$ cat config.mk
export PLATFORM = sky130hd
export DESIGN_NAME = regfile_2r1w
export DESIGN_NICKNAME = d
export VERILOG_FILES = /design/src/rtl/regfile_2r1w_pkg.sv /design/src/rtl/regfile_2r1w_reg_word.sv /design/src/rtl/regfile_2r1w.sv
export SDC_FILE = /design/constraint.sdc
export NUM_CORES = 2
export LEC_CHECK = 0
export ABC_AREA = 1
export CAP_MARGIN = 20
export CORE_ASPECT_RATIO = 1.2
export CORE_MARGIN = 1.5
export CORE_UTILIZATION = 35
export DETAILED_ROUTE_END_ITERATION = 8
export MAX_ROUTING_LAYER = met4
export PLACE_DENSITY_LB_ADDON = 0.3
export SYNTH_ARGS = -nofsm -noshare
export SYNTH_HDL_FRONTEND = slang
export SYNTH_SLANG_ARGS = --single-unit
$ cat constraint.sdc
create_clock -name clk -period 5.04 [get_ports clk]
set_input_delay 1.512 -clock clk [delete_from_list [all_inputs] [get_ports clk]]
set_output_delay 1.512 -clock clk [all_outputs]
set_load 0.005 [all_outputs]
$ cat src/rtl/regfile_2r1w_pkg.sv
`default_nettype none
// +--------------------------------------------------------------------------+
// | Module   : regfile_2r1w_pkg                                              |
// | Purpose  : Shared sizing constants and types for the 2-read/1-write      |
// |            processor register file.                                      |
// | Contents : WIDTH, NREGS, AW, ZERO_REG, word_t, addr_t                    |
// | Revision : 1.0 - initial release                                         |
// +--------------------------------------------------------------------------+
package regfile_2r1w_pkg;

   localparam int WIDTH    = 32;              // data width of each register
   localparam int NREGS    = 32;              // architectural registers (power of two)
   localparam int AW       = $clog2(NREGS);   // register index width
   localparam int ZERO_REG = 0;               // hardwired-zero register index

   typedef logic [WIDTH-1:0] word_t;
   typedef logic [AW-1:0]    addr_t;

endpackage : regfile_2r1w_pkg
`default_nettype wire

$ cat src/rtl/regfile_2r1w_reg_word.sv
`default_nettype none
// +--------------------------------------------------------------------------+
// | Module   : regfile_2r1w_reg_word                                         |
// | Purpose  : One storage word of the register file: loads i_d when i_en    |
// |            is high on a rising clk, cleared asynchronously by clr_n.     |
// | Ports    : clk   - rising-edge clock                                     |
// |            clr_n - asynchronous active-low clear                         |
// |            i_en  - word write enable                                     |
// |            i_d   - write data                                            |
// |            o_q   - stored value                                          |
// | Revision : 1.0 - initial release                                         |
// +--------------------------------------------------------------------------+
module regfile_2r1w_reg_word
   import regfile_2r1w_pkg::*;
#(
   parameter int DATA_W = WIDTH
) (
   input  logic              clk,
   input  logic              clr_n,
   input  logic              i_en,
   input  logic [DATA_W-1:0] i_d,
   output logic [DATA_W-1:0] o_q
);

   logic [DATA_W-1:0] r_q;

   always_ff @(posedge clk or negedge clr_n) begin
      if (!clr_n) begin
         r_q <= '0;
      end else if (i_en) begin
         r_q <= i_d;
      end
   end

   assign o_q = r_q;

endmodule : regfile_2r1w_reg_word
`default_nettype wire

$ cat src/rtl/regfile_2r1w.sv
`default_nettype none
// +--------------------------------------------------------------------------+
// | Module   : regfile_2r1w                                                  |
// | Purpose  : 32 x 32-bit register file, one write port, two combinational  |
// |            read ports. Register 0 reads as zero; a same-cycle write is   |
// |            bypassed to either read port (write-before-read).             |
// | Ports    : clk     - rising-edge clock                                   |
// |            clr_n   - asynchronous active-low reset                       |
// |            we      - write enable                                        |
// |            waddr   - write register index                                |
// |            wdata   - write data                                          |
// |            raddr_a - read port A index                                   |
// |            raddr_b - read port B index                                   |
// |            rdata_a - read port A data (combinational)                    |
// |            rdata_b - read port B data (combinational)                    |
// | Revision : 1.0 - initial release                                         |
// +--------------------------------------------------------------------------+
module regfile_2r1w
   import regfile_2r1w_pkg::*;
(
   input  logic             clk,
   input  logic             clr_n,
   input  logic             we,
   input  logic [AW-1:0]    waddr,
   input  logic [WIDTH-1:0] wdata,
   input  logic [AW-1:0]    raddr_a,
   input  logic [AW-1:0]    raddr_b,
   output logic [WIDTH-1:0] rdata_a,
   output logic [WIDTH-1:0] rdata_b
);

   logic [NREGS-1:0] w_wen;
   word_t            w_regs [NREGS];

   // Register 0 has no storage and can never be written.
   assign w_regs[ZERO_REG] = '0;
   assign w_wen[ZERO_REG]  = 1'b0;

   // One-hot write decode gated by we: with we low every enable is 0,
   // so an unknown waddr cannot reach any word.
   generate
      for (genvar gi = 1; gi < NREGS; gi++) begin : g_word
         assign w_wen[gi] = we && (waddr == AW'(gi));

         regfile_2r1w_reg_word #(
            .DATA_W (WIDTH)
         ) u_word (
            .clk   (clk),
            .clr_n (clr_n),
            .i_en  (w_wen[gi]),
            .i_d   (wdata),
            .o_q   (w_regs[gi])
         );
      end
   endgenerate

   // Read path per port: array mux -> zero-force -> bypass.
   word_t w_mux_a, w_mux_b;
   word_t w_rd_a,  w_rd_b;
   logic  w_wr_live;
   logic  w_hit_a, w_hit_b;

   // A write only counts as "in flight" for bypass when it targets a real
   // register and reset is not holding; this keeps reads at 0 during reset.
   assign w_wr_live = clr_n && we && (waddr != AW'(ZERO_REG));
   assign w_hit_a   = w_wr_live && (waddr == raddr_a);
   assign w_hit_b   = w_wr_live && (waddr == raddr_b);

   assign w_mux_a = w_regs[raddr_a];
   assign w_mux_b = w_regs[raddr_b];

   assign w_rd_a = (raddr_a == AW'(ZERO_REG)) ? '0 : w_mux_a;
   assign w_rd_b = (raddr_b == AW'(ZERO_REG)) ? '0 : w_mux_b;

   assign rdata_a = (!clr_n) ? '0 : (w_hit_a ? wdata : w_rd_a);
   assign rdata_b = (!clr_n) ? '0 : (w_hit_b ? wdata : w_rd_b);

endmodule : regfile_2r1w
`default_nettype wire
* Word-level counts from Yosys, hierarchy flattened
Index checks and enable logic that the tools add are counted.
** Cells by class
- Multiply operators :: 0
- Add/subtract/negate cells :: 0
- Equality and inequality tests :: 33
- Multiplexer cells :: 12
- Magnitude comparators :: 2
- Shift operators :: 0
- Reduce and logical (&&, ||, !) cells :: 38
- Bitwise operators :: 2
- Divide/modulo/power cells :: 0
** Operators by type and width (count)
- $bmux W32 S5 :: 2
- $mux W32 :: 10
- $eq A5 B5 Y1 const B :: 16
- $eq A5 B4 Y1 const B :: 8
- $logic_and A1 B1 Y1 :: 35
- $eq A5 B3 Y1 const B :: 4
- $ge A6 B6 Y1 const B :: 2
- $not A5 Y6 :: 2
- $eq A5 B2 Y1 const B :: 2
- $eq A5 B5 Y1 :: 2
- $logic_not A5 Y1 :: 2
- $eq A5 B1 Y1 const B :: 1
- $reduce_bool A5 Y1 :: 1
** Word-level totals
- Word-level logic and storage cells :: 118
- Bits in read-only memories :: 0
- Latch bits :: 0
- RAM bits :: 0
- Output and inout port bits :: 64
- Bits of input ports :: 50
- Register bits :: 992
- Memories :: 0

* Depth between registers and ports, before layout
- Depth in word-level cells :: 7
- Depth in mapped cells :: 12

* Cells and area by module
From an unflattened synthesis, not the netlist that was laid out.
** Second synthesis, totals
- Cells, all modules :: 9456
- Area total of the unflattened synthesis :: 62277.2 sq um
** By module, submodules not included
- regfile_2r1w_reg_word :: instances 31, area each 1292.5 sq um, sequential area each 800.8 sq um, cells each 136
- regfile_2r1w :: instances 1, area each 22210.1 sq um, sequential area each 0.0 sq um, cells each 5240

* Worst setup path before layout
No wires, ideal clock.
- Path type :: input to output
- Start point :: input port raddr_a[4]
- End point :: output port rdata_a[11]
- Buffers on the path :: 2
- Setup slack :: 0.876 ns
- Cell stages on the path :: 7
- Data arrival time :: 2.652 ns
- Required time :: 3.528 ns
- Path through :: clkbuf_1 -> xnor2_1 -> nand3_1 -> nor3_4 -> nand2_1 -> buf_2 -> a21oi_1
** Between the ends
- Cells in the longest elaborated chain, start to end :: 7
** RTL lines
- start, declared :: line regfile_2r1w.sv:26 : input logic [AW-1:0] raddr_a,
- $not A5 Y6 (not written as such) :: line regfile_2r1w.sv:69 : assign w_mux_a = w_regs[raddr_a];
- $bmux W32 S5 :: line regfile_2r1w.sv:69
- $mux W32 (not written as such) (2 in a row) :: line regfile_2r1w.sv:69
- $mux W32 :: line regfile_2r1w.sv:72 : assign w_rd_a = (raddr_a == AW'(ZERO_REG)) ? '0 : w_mux_a;
- $mux W32 * (2 in a row) :: line regfile_2r1w.sv:75 : assign rdata_a = (!clr_n) ? '0 : (w_hit_a ? wdata : w_rd_a);
- end, declared :: line regfile_2r1w.sv:28 : output logic [WIDTH-1:0] rdata_a,
Every way passes the cells marked *; elsewhere a longest branch is shown, timed or not. The select of a mux whose other input is x is not followed.

* Final worst setup path
- Start point :: input port waddr[1]
- End point :: output port rdata_a[0]
** Between the ends
- Cells in the longest elaborated chain, start to end :: 5
** RTL lines
- start, declared :: line regfile_2r1w.sv:24 : input logic [AW-1:0] waddr,
- $reduce_bool A5 Y1 :: line regfile_2r1w.sv:65 : assign w_wr_live = clr_n && we && (waddr != AW'(ZERO_REG));
- $logic_and A1 B1 Y1 :: line regfile_2r1w.sv:65
- $logic_and A1 B1 Y1 * :: line regfile_2r1w.sv:66 : assign w_hit_a = w_wr_live && (waddr == raddr_a);
- $mux W32 * (2 in a row) :: line regfile_2r1w.sv:75
Every way passes the cells marked *; elsewhere a longest branch is shown, timed or not.

==> flow_summary.rst <==
.. list-table::
   :header-rows: 1

   * - Metric
     - Value
   * - Status
     - complete, no violations
   * - Cell occurring most often along the worst timing path
     - sky130_fd_sc_hd__buf_4
   * - Number of placed I/O pins
     - between 100 and 150
   * - Cell area after synthesis
     - between 0.05 and 0.06 sq mm
   * - Cell class contributing the biggest share of worst-path delay
     - buffers and inverters
   * - Antenna violations before repair
     - 4
   * - Req. time, crit path
     - roughly 3.5 ns
   * - Largest cells by area after synthesis
     - sky130_fd_sc_hd__dfrtp_1 43%, sky130_fd_sc_hd__nand2_1 22%, sky130_fd_sc_hd__nand3_1 13%
   * - Number of buffers on the longest clock path
     - 3
   * - Maximum level of the CTS H-tree
     - 3
   * - Number of cell instances on the worst register-to-register path
     - 2
   * - Sort of element at the start of the critical path
     - primary input
   * - Die Footprint
     - between 0.15 and 0.2 sq mm
   * - Sinks on the clock net
     - 992
   * - Yosys top cell area share
     - 0.434
   * - Vias after detailed routing
     - between 50k and 60k
   * - Min-delay worst type
     - reg -> reg
   * - Type of the worst setup path
     - in -> out
   * - Synth Area per Inst
     - 6.74 sq um
   * - Static leakage
     - about 33 nW
   * - Min cycle time layout
     - between 4 and 5 ns
   * - Number of register bits inferred by synthesis
     - between 900 and 1k
   * - Clock transition at the registers of the reported paths
     - ~0.07 ns
   * - Type of destination of the critical path
     - output pin
   * - Crit-path max FO
     - 5
   * - R2r setup slk
     - between 4 and 5 ns
   * - Placer congestion estimate
     - around 0.92
   * - Critical hold path startpoint
     - g_word[26].u_word.o_q[27]
   * - Power density over the cells
     - roughly 360 mW/mm^2
   * - DRC marker count from the first detailed-route iteration
     - 6652
   * - Period utilization
     - 0.986
   * - Proportion of layout cells with a drive suffix above 1
     - 0.0884
   * - WHS
     - roughly 0.48 ns
   * - Worst-skew pair later-pin latency
     - approximately 0.75 ns
   * - Average wire length per cell after detail routing
     - 22.7 um
   * - Relative area change from synthesis to final layout
     - 18.1%
   * - Number of hold violations in the final report
     - 0
   * - Peak ir drop on the vdd network
     - between 0.2 and 0.3 mV
   * - Syn Inst Count
     - around 8.5k
   * - Number of buffer cells added on primary ports
     - between 100 and 150
   * - Post-route ant nets
     - 0
   * - HPWL after detailed placement
     - between 100000 and 150000 um
   * - Count of hold-fix buffers inserted at cts
     - 0
   * - Cells traversed along the worst timing path
     - clkdlybuf4s15_2, buf_4, buf_4, xnor2_2, nand3_2, nor3_4, buf_12, nand2_8, buf_6, buf_12, buf_4, a21oi_2, buf_2
   * - Worst path slowest cell
     - sky130_fd_sc_hd__clkdlybuf4s15_2
   * - Maximum number of pins on one net before global-route repair
     - about 140
   * - Setup clock skew after layout
     - 0 ns
   * - Count of cell types in the netlist
     - 26
   * - Number of rows created at floorplan
     - 162
   * - WP buf/inv
     - 8
   * - Wire length of the first global-routing pass
     - roughly 360000 um
   * - Delay of the slowest critical-path stage
     - approximately 0.21 ns
   * - Critical path arrival
     - 3.46 ns
   * - Slew margin rel.
     - 0.200
   * - Worst setup path endpoint
     - rdata_a[0]
   * - Inserted Clock Buffers
     - approximately 110
   * - Final setup violation count
     - 0
   * - Final #Nets
     - between 8k and 9k
   * - Setup repair after global routing missed its margin
     - false
   * - Slew at the pin closest to its max-slew limit
     - approximately 1.2 ns
   * - Number of stages on the worst setup path
     - 13
   * - Placement-stage worst setup slack
     - -0.509 ns
   * - Pins Over Slew Limit
     - 0
   * - Number of iterations in the first detailed-routing pass
     - 7
   * - Total global-route track usage
     - 0.297
   * - Final-layout fill cell count
     - around 17k
   * - Root buf cell
     - sky130_fd_sc_hd__clkbuf_16
   * - Reg-to-reg critical path endpoint
     - g_word[17].u_word.o_q[14]
   * - Number of global-route vias before repair
     - about 55k
   * - PnR worst setup slack
     - approximately 0.07 ns
   * - Routed vias/inst
     - about 5.5
   * - Die Wd
     - about 370 um
   * - Top achievable clock speed
     - between 200 and 250 MHz
   * - Initial core utilization
     - 0.352
   * - Source of the worst register-to-register timing path
     - g_word[17].u_word.o_q[14]
   * - Placeable Area
     - 0.162 sq mm
   * - Number of flip-flops under the largest register name
     - slightly below 1k
   * - Total wirelength of the detailed-routed design
     - between 200000 and 250000 um
   * - First element of the critical path
     - waddr[1]
   * - Remaining DRCs
     - 0
   * - Sequential cell area fraction in the yosys report
     - 0.434
   * - Gr ovfl total
     - 0
   * - Number of violations of the max-capacitance limit
     - 0
   * - Clock tree from TritonCTS
     - done
   * - Vertical extent of the die
     - around 450 um
   * - Ys Warns
     - 0
   * - Cell taking the most area after synthesis
     - sky130_fd_sc_hd__dfrtp_1
   * - Mapped Nets
     - ~8.5k
timing repair:
item,CTS,global route
gates cloned,4,0
resized for setup,160,25
setup endpoints to repair,64,59
buffers inserted,37,2
pin swaps,7,8
through the flow:
| step | util | setup TNS (ns) | power, mW | instance area (sq um) | cells |
|---|---|---|---|---|---|
| after CTS | 0.415 | 0 | 24.3 | 67400 | 10600 |
| after global placement | 0.389 | -25.04 | 15.6 | 63100 | 10400 |
| final | 0.416 | 0 | 24.3 | 67500 | 10600 |
| after global routing | 0.416 | 0 | 25.6 | 67500 | 10600 |
| after floorplan | - | 0 | 13.8 | 57100 | 8481 |
| after detailed placement | 0.389 | -24.29 | 15.7 | 63100 | 10400 |
worst min-delay path: cells and delay by family, from the launching register on:
kind	cells	cell delay [ns]
AOI/OAI and AO/OA	1	0.05
DFF	1	0.35
and+or+nand+nor	1	0.05
report_power, final:
group | total [mW] | switching, mW | internal (mW)
Combinational | 5.30 | 3.34 | 1.97
Sequential | 10.4 | 0.959 | 9.44
Clock | 8.60 | 3.59 | 5.01
layer usage:
metal	track usage	vias up	part of all wire
met5	-	-	0
met3	0.0529	721	0.10
met4	0.145	0	0.055
li1	-	27100	-
met2	0.451	3331	0.44
met1	0.380	27900	0.40
cells in the final DEF (no fill, tap or decap), types with 3 or more instances in the layout:
cell and instances:
sky130_fd_sc_hd__buf_6 12, sky130_fd_sc_hd__nor2_1 13, sky130_fd_sc_hd__nor2_4 5, sky130_fd_sc_hd__buf_12 180
sky130_fd_sc_hd__nand2_4 26, sky130_fd_sc_hd__inv_6 7, sky130_fd_sc_hd__o21ai_0 1056, sky130_fd_sc_hd__buf_8 6
sky130_fd_sc_hd__clkbuf_8 32, sky130_fd_sc_hd__buf_2 16, sky130_fd_sc_hd__nand2_1 3338, sky130_fd_sc_hd__dlymetal6s2s_1 9
sky130_fd_sc_hd__bufinv_16 13, sky130_fd_sc_hd__buf_4 231, sky130_fd_sc_hd__buf_16 5, sky130_fd_sc_hd__clkdlybuf4s15_1 4
sky130_fd_sc_hd__inv_1 583, sky130_fd_sc_hd__diode_2 6, sky130_fd_sc_hd__clkbuf_16 106, sky130_fd_sc_hd__clkbuf_2 5
sky130_fd_sc_hd__clkinv_2 15, sky130_fd_sc_hd__dfrtp_1 992, sky130_fd_sc_hd__inv_2 5, sky130_fd_sc_hd__nand3_4 5
sky130_fd_sc_hd__clkdlybuf4s50_1 33, sky130_fd_sc_hd__nand3_1 1472, sky130_fd_sc_hd__xor2_1 3, sky130_fd_sc_hd__clkbuf_1 14
sky130_fd_sc_hd__nand2_2 4, sky130_fd_sc_hd__clkinvlp_4 7, sky130_fd_sc_hd__a21oi_2 47, sky130_fd_sc_hd__clkinv_4 4
sky130_fd_sc_hd__clkinv_8 4, sky130_fd_sc_hd__a21oi_1 199, sky130_fd_sc_hd__clkdlybuf4s15_2 3, sky130_fd_sc_hd__dlygate4sd2_1 34
cell families after synthesis:
group | synth area share
buffers and inverters | 0.0943
AND/OR/NAND/NOR | 0.354
XOR/XNOR | 0.000920
flip-flops | 0.434
AO/OA/AOI/OAI | 0.117
worst min path at each step:
stage | end | depth (start not counted)
floorplan | g_word[10].u_word.o_q[0] | 2
global placement | g_word[14].u_word.o_q[29] | 2
detailed placement | g_word[27].u_word.o_q[14] | 2
CTS | g_word[6].u_word.o_q[8] | 2
global route | g_word[3].u_word.o_q[11] | 2
finish | g_word[26].u_word.o_q[27] | 2
synthesized netlist by cell type:
master and count:
sky130_fd_sc_hd__a21oi_1 210, sky130_fd_sc_hd__a21oi_2 36, sky130_fd_sc_hd__buf_1 45, sky130_fd_sc_hd__buf_2 251
sky130_fd_sc_hd__buf_4 21, sky130_fd_sc_hd__buf_6 11, sky130_fd_sc_hd__clkbuf_1 382, sky130_fd_sc_hd__clkbuf_2 1
sky130_fd_sc_hd__clkinv_1 1, sky130_fd_sc_hd__dfrtp_1 992, sky130_fd_sc_hd__inv_1 587, sky130_fd_sc_hd__inv_2 7
sky130_fd_sc_hd__inv_4 2, sky130_fd_sc_hd__nand2_1 3359, sky130_fd_sc_hd__nand2_2 11, sky130_fd_sc_hd__nand3_1 1478
sky130_fd_sc_hd__nand4_1 2, sky130_fd_sc_hd__nor2_1 14, sky130_fd_sc_hd__nor2_2 3, sky130_fd_sc_hd__nor2_4 3
sky130_fd_sc_hd__nor3_2 1, sky130_fd_sc_hd__nor3_4 1, sky130_fd_sc_hd__o211ai_1 1, sky130_fd_sc_hd__o21ai_0 1056
sky130_fd_sc_hd__xnor2_1 3, sky130_fd_sc_hd__xor2_1 3
area by class of cell:
cell class / count / area [sq um] / share of cell area
clock inverter: 46 / 639 / 0.00947
inverter: 597 / 2300 / 0.0341
clock buffer: 152 / 3150 / 0.0466
antenna: 6 / 15.0 / 0.000222
tap: 2132 / 2670 / 0.0395
timing repair buffer: 538 / 6620 / 0.0981
multi-input combinational: 6181 / 27300 / 0.404
sequential: 992 / 24800 / 0.368
No activity file was read; power rests on OpenSTA's default activity.
